--- src/rtl/diaosi_types_pkg.sv ---
// Shared types and encodings for the pipeline sequencer.
package diaosi_types_pkg;

  typedef enum logic [1:0] {
    RUN    = 2'd0,
    DWAIT  = 2'd1,
    HALTED = 2'd2
  } pctrl_state_t;

  localparam int PCSRC_W_DEF = 2;
  localparam int ADD4_DIAOSI = 0;

endpackage

--- src/rtl/pipe_ctrl_hazard_detect.sv ---
// Load-use detect: the EX-stage load writes a register the ID-stage instruction reads.
module hazard_detect #(
  parameter int REG_W = 5
) (
  input  logic             d_ren_x,
  input  logic             wen_x,
  input  logic [REG_W-1:0] wsel_x,
  input  logic [REG_W-1:0] rs_d,
  input  logic [REG_W-1:0] rt_d,
  output logic             load_use
);

  // Register zero is hardwired, so a load targeting it never creates a hazard.
  assign load_use = d_ren_x & wen_x & (wsel_x != '0) &
                    ((wsel_x == rs_d) | (wsel_x == rt_d));

endmodule

--- src/rtl/pipe_ctrl.sv ---
// Pipeline sequencer: advance enables, flushes, PC write and sticky halt.
// Optional event counters are built when PIPE_CTRL_STATS_EN is defined.
module pipe_ctrl
  import diaosi_types_pkg::*;
#(
  parameter int REG_W   = 5,
  parameter int PCSRC_W = PCSRC_W_DEF
) (
  input  logic               CLK,
  input  logic               nRST,
  input  logic               ihit,
  input  logic               dhit,
  input  logic               d_ren_m,
  input  logic               d_wen_m,
  input  logic [PCSRC_W-1:0] PCSrc_m,
  input  logic               halt_m,
  input  logic               d_ren_x,
  input  logic [REG_W-1:0]   wsel_x,
  input  logic               wen_x,
  input  logic [REG_W-1:0]   rs_d,
  input  logic [REG_W-1:0]   rt_d,
  output logic               pc_en,
  output logic               pipe1_en,
  output logic               pipe2_en,
  output logic               pipe3_en,
  output logic               pipe4_en,
  output logic               flushed1,
  output logic               flushed2,
  output logic               flushed3,
  output logic               halt_o
`ifdef PIPE_CTRL_STATS_EN
  ,
  output logic [31:0]        stall_cnt,
  output logic [31:0]        flush_cnt,
  output logic [31:0]        miss_cnt
`endif
);

  pctrl_state_t state;
  logic dreq, frozen, redirect, load_use;
  logic active, act_freeze, act_redirect, act_stall, act_miss, act_run;

  hazard_detect #(.REG_W(REG_W)) u_hazard (
    .d_ren_x  (d_ren_x),
    .wen_x    (wen_x),
    .wsel_x   (wsel_x),
    .rs_d     (rs_d),
    .rt_d     (rt_d),
    .load_use (load_use)
  );

  assign dreq     = d_ren_m | d_wen_m;
  assign frozen   = dreq & ~dhit;
  assign redirect = (PCSrc_m != PCSRC_W'(ADD4_DIAOSI));

  // Exactly one action is selected per cycle, in priority order.
  assign active       = nRST & (state != HALTED);
  assign act_freeze   = active & frozen;
  assign act_redirect = active & ~frozen & redirect;
  assign act_stall    = active & ~frozen & ~redirect & load_use;
  assign act_miss     = active & ~frozen & ~redirect & ~load_use & ~ihit;
  assign act_run      = active & ~frozen & ~redirect & ~load_use & ihit;

  assign pc_en    = act_redirect | act_run;
  assign pipe1_en = act_redirect | act_miss | act_run;
  assign pipe2_en = act_redirect | act_stall | act_miss | act_run;
  assign pipe3_en = pipe2_en;
  assign pipe4_en = pipe2_en;
  assign flushed1 = act_redirect | act_miss;
  assign flushed2 = act_redirect | act_stall;
  assign flushed3 = act_redirect;

  // A halt reaching MEM is only honoured once any pending data access has completed.
  always_ff @(posedge CLK or negedge nRST) begin
    if (!nRST) begin
      state  <= RUN;
      halt_o <= 1'b0;
    end else if (state != HALTED) begin
      if (halt_m && !frozen) begin
        state  <= HALTED;
        halt_o <= 1'b1;
      end else if (state == RUN && frozen) begin
        state <= DWAIT;
      end else if (state == DWAIT && dhit) begin
        state <= RUN;
      end
    end
  end

`ifdef PIPE_CTRL_STATS_EN
  always_ff @(posedge CLK or negedge nRST) begin
    if (!nRST) begin
      stall_cnt <= '0;
      flush_cnt <= '0;
      miss_cnt  <= '0;
    end else begin
      if (act_stall)             stall_cnt <= stall_cnt + 32'd1;
      if (act_redirect)          flush_cnt <= flush_cnt + 32'd1;
      if (act_freeze | act_miss) miss_cnt  <= miss_cnt + 32'd1;
    end
  end
`endif

endmodule

--- config.mk ---
export PLATFORM = sky130hd
export DESIGN_NAME = pipe_ctrl
export DESIGN_NICKNAME = d
export VERILOG_FILES = /design/src/rtl/diaosi_types_pkg.sv /design/src/rtl/pipe_ctrl_hazard_detect.sv /design/src/rtl/pipe_ctrl.sv
export SDC_FILE = /design/constraint.sdc
export NUM_CORES = 1
export LEC_CHECK = 0
export CORE_MARGIN = 1.5
export CORE_UTILIZATION = 25
export DETAILED_ROUTE_END_ITERATION = 6
export GPL_TIMING_DRIVEN = 1
export PLACE_DENSITY = 0.85
export SLEW_MARGIN = 20
export SYNTH_ARGS = -nofsm -noshare
export SYNTH_HDL_FRONTEND = slang
export SYNTH_SLANG_ARGS = --single-unit
--- constraint.sdc ---
create_clock -name CLK -period 1.9 [get_ports CLK]
set_input_delay 0.475 -clock CLK [delete_from_list [all_inputs] [get_ports CLK]]
set_output_delay 0.475 -clock CLK [all_outputs]
set_load 0.05 [all_outputs]
==> summary.md <==
| Metric | Value |
|---|---|
| Status | complete, but fails checks |
| Violations in the final reports | negative setup slack |
| Top library cells by usage in the layout, fill and taps aside | buf_4 (17), xor2_1 (10), dlygate4sd2_1 (9), buf_6 (7), buf_12 (7) |
| Maximum number of pins on one net before global-route repair | 7 |
| Post-DP Area | 910 um^2 |
| Detailed Route WL | roughly 1700 um |
| Number of buffers inserted for hold repair after clock tree synthesis | 0 |
| Final Total Pwr | 0.362 mW |
| Die Outline Area | between 0.0015 and 0.002 mm^2 |
| Setup crit start kind | input port |
| Fraction of layout instances using a drive strength above 1 | between 50% and 60% |
| Worst skew pair latency | 0.23 ns |
| Pwr Density | about 350 mW/mm^2 |
| Sequential element share of the synthesized area | 21.7% |
| First-pass GRT wire length | 2440 um |
| RSZ-0062 raised after global routing | true |
| Drt pass-1 iters | 4 |
| Placed cells | 105 |
| Final number of hold-violating endpoints | 0 |
| Floorplan Core Area | 0.00130 mm^2 |
| Master cell of the clock root buffer | clkbuf_4 |
| Internal | 0.239 mW |
| Initial antenna violation count | 0 |
| Number of antenna-violating nets in the routed design | 0 |
| Data required time of the worst path | between 1 and 1.5 ns |
| Finished Layout Cells | between 100 and 150 |
| Drt drc | 0 |
| Dominant cell type by area after synthesis | xor2_1 |
| FP Rows | 13 |
| Peak fanout along the critical path | 2 |
| Number of global-route vias before repair | 592 |
| Number of diodes | 0 |
| Crit. End Element | output pin |
| Sw frac | ~34% |
| Worst clock skew | 0.00108 ns |
| Net Switching | 0.123 mW |
| Cell area after technology mapping | 345 um^2 |
| Final nets | 128 |
| # port buffers | 34 |
| Die width | about 40 um |
| LEAKAGE | approximately 0.46 nW |
| CTS Buf Count | 3 |
| Wire length per cell after detailed routing | 14.9 um |
| Peak ir drop on the vdd network | 320 uV |
| Slew margin rel. | 74.7% |
| Grt ovf | 0 |
| Final setup vio count | 4 |
| Cell count after synthesis | 45 |
| Number of warnings issued by yosys | 0 |
| Vias | between 500 and 600 |
| Filler cell count | 81 |
| Most frequent standard cell in the layout excluding fill and tap cells | buf_4 |
| PnR worst setup slack | -0.430 ns |
| Class of the tightest hold or removal check | input port to asynchronous set/reset pin |
| Least-Margin Pin Slew | 0.377 ns |
| RePlAce Congestion | between 0.6 and 0.7 |
| Combinational Power Share | 49.3% |
| Footprint of the multi-input gates | 365 um^2 |
| Share of the clock period used by the worst path | 123% |
| All-layer global routing usage | 23.9% |
| Final cell utilization of the core | 80.2% |
| Share of power burned in registers | just under 20% |
| Number of top-level pins | 35 |
| DRT iter0 DRCs | 1 |
| CTS tree | done |
| Clock Pin Slew Worst Setup and Hold Paths | 0.04 ns |
| Data arrival time of the worst path | 1.86 ns |
| Starting density of the core | 26.5% |
| Mapped Nets | 71 |
| Maximum buffer depth of the clock tree | 2 |
| Highest Clock Rate | ~0.43 GHz |
| Syn Area/Cell | between 7 and 8 um^2 |
| Share of Yosys cell area claimed by the top area cell type | 25.4% |
| Setup total negative slack | -1.55 ns |
| Post-DR vias/cell | 4.82 |
| Sequential cell area | 75.1 um^2 |
| Minimum clock period after layout | 2.33 ns |
| Vertical die dimension | 40.2 um |
| Number of register bits inferred by synthesis | 3 |
| Design Area, Final | 0.00104 mm^2 |
| Clock share of power | 31.2% |
| Synth area leaders | xor2_1 (25%), dfrtp_1 (22%), nor2_1 (9.8%) |
| Total count of max-transition violations in the final report | 0 |
| Worst setup path category | input port to output pin |
| Number of max-capacitance violations reported | 0 |
| Unique cell type count in the Yosys netlist | 18 |
| Clock sinks | 3 |
| Pre-CTS setup slack | -0.802 ns |
| Final worst hold slack | 0.330 ns |
| Total number of H-tree levels | 1 |
| Relative area change from synthesis to final layout | 202% |
| HPWL Detailed | about 950 um |
==> Yosys cell counts <==
| master | n |
|---|---|
| dfrtp_1 | 3 |
| o21ai_0 | 3 |
| nor3_1 | 2 |
| buf_4 | 2 |
| nor4_2 | 1 |
| o211ai_2 | 1 |
| xor2_1 | 10 |
| a211oi_2 | 1 |
| or4_1 | 1 |
| a22oi_1 | 1 |
| nor2b_1 | 1 |
| o22ai_1 | 1 |
| nor2_1 | 9 |
| nand2b_1 | 1 |
| nand2_1 | 2 |
| a21oi_1 | 3 |
| inv_1 | 2 |
| a21o_1 | 1 |
==> power groups by stage <==
| stage | sequential, mW | combinational [mW] | clock [mW] |
|---|---|---|---|
| after floorplan | 0.0819 | 0.0487 | 0 |
| after global placement | 0.0710 | 0.156 | 0 |
| after detailed placement | 0.0714 | 0.158 | 0 |
| after CTS | 0.0706 | 0.166 | 0.119 |
| after global routing | 0.0709 | 0.190 | 0.119 |
| final | 0.0706 | 0.179 | 0.113 |
==> worst max-delay path, stage by stage <==
cell and delay [ns]:
buf_6 0.09, or4_4 0.53, o211ai_4 0.22, buf_6 0.15
o21ai_4 0.07, a21oi_4 0.16, buf_12 0.15
==> kinds of logic after synthesis <==
family	count (synthesis)	synth area share (%)
AOI/OAI and AO/OA	11	22.1
DFF	3	21.7
and+or+nand+nor	17	24.3
buffers and inverters	4	6.52
xor gates and xnor gates	10	25.4
==> routing by layer <==
metal	vias up	track usage (%)	routed length (um)
met5	-	0	0
met3	8	6.67	90
met4	0	17.2	85
li1	264	-	-
met2	24	46.0	1010
met1	263	20.6	544
==> sequential cells by signal, summed over array words and instances, names as in the netlist <==
| signal | count |
|---|---|
| state | 2 |
| halt_o | 1 |
==> worst paths after layout <==
path	start	to	slack, ns	cells past startpoint
min reg2reg	halt_o$_DFFE_PN0P_	halt_o$_DFFE_PN0P_	0.46	1
max reg2reg	state[0]$_DFFE_PN0P_	halt_o$_DFFE_PN0P_	0.95	4
max in group asynchronous	nRST	state[0]$_DFFE_PN0P_	1.48	2
max	wsel_x[1]	pc_en	-0.43	7
min in group CLK	halt_o$_DFFE_PN0P_	halt_o$_DFFE_PN0P_	0.46	1
min	nRST	state[1]$_DFFE_PN0P_	0.33	2
==> repair_timing <==
| item | 4_1_cts | 5_1_grt |
|---|---|---|
| gates resized for setup | 59 | 10 |
| hold endpoints to repair | 0 | 0 |
| pin swaps | 19 | 4 |
| endpoints found under the setup margin | 8 | 8 |
| buffers inserted | 6 | 3 |
==> area by class of cell <==
type	instances	share of cell area, %
Timing Repair Buffer	54	52.4
Multi-Input combinational cell	38	35.0
Sequential cell	3	7.19
Clock buffer	4	2.52
Tap cell	15	1.80
Inverter	2	1.08
Power figures use the tool's default switching activity.
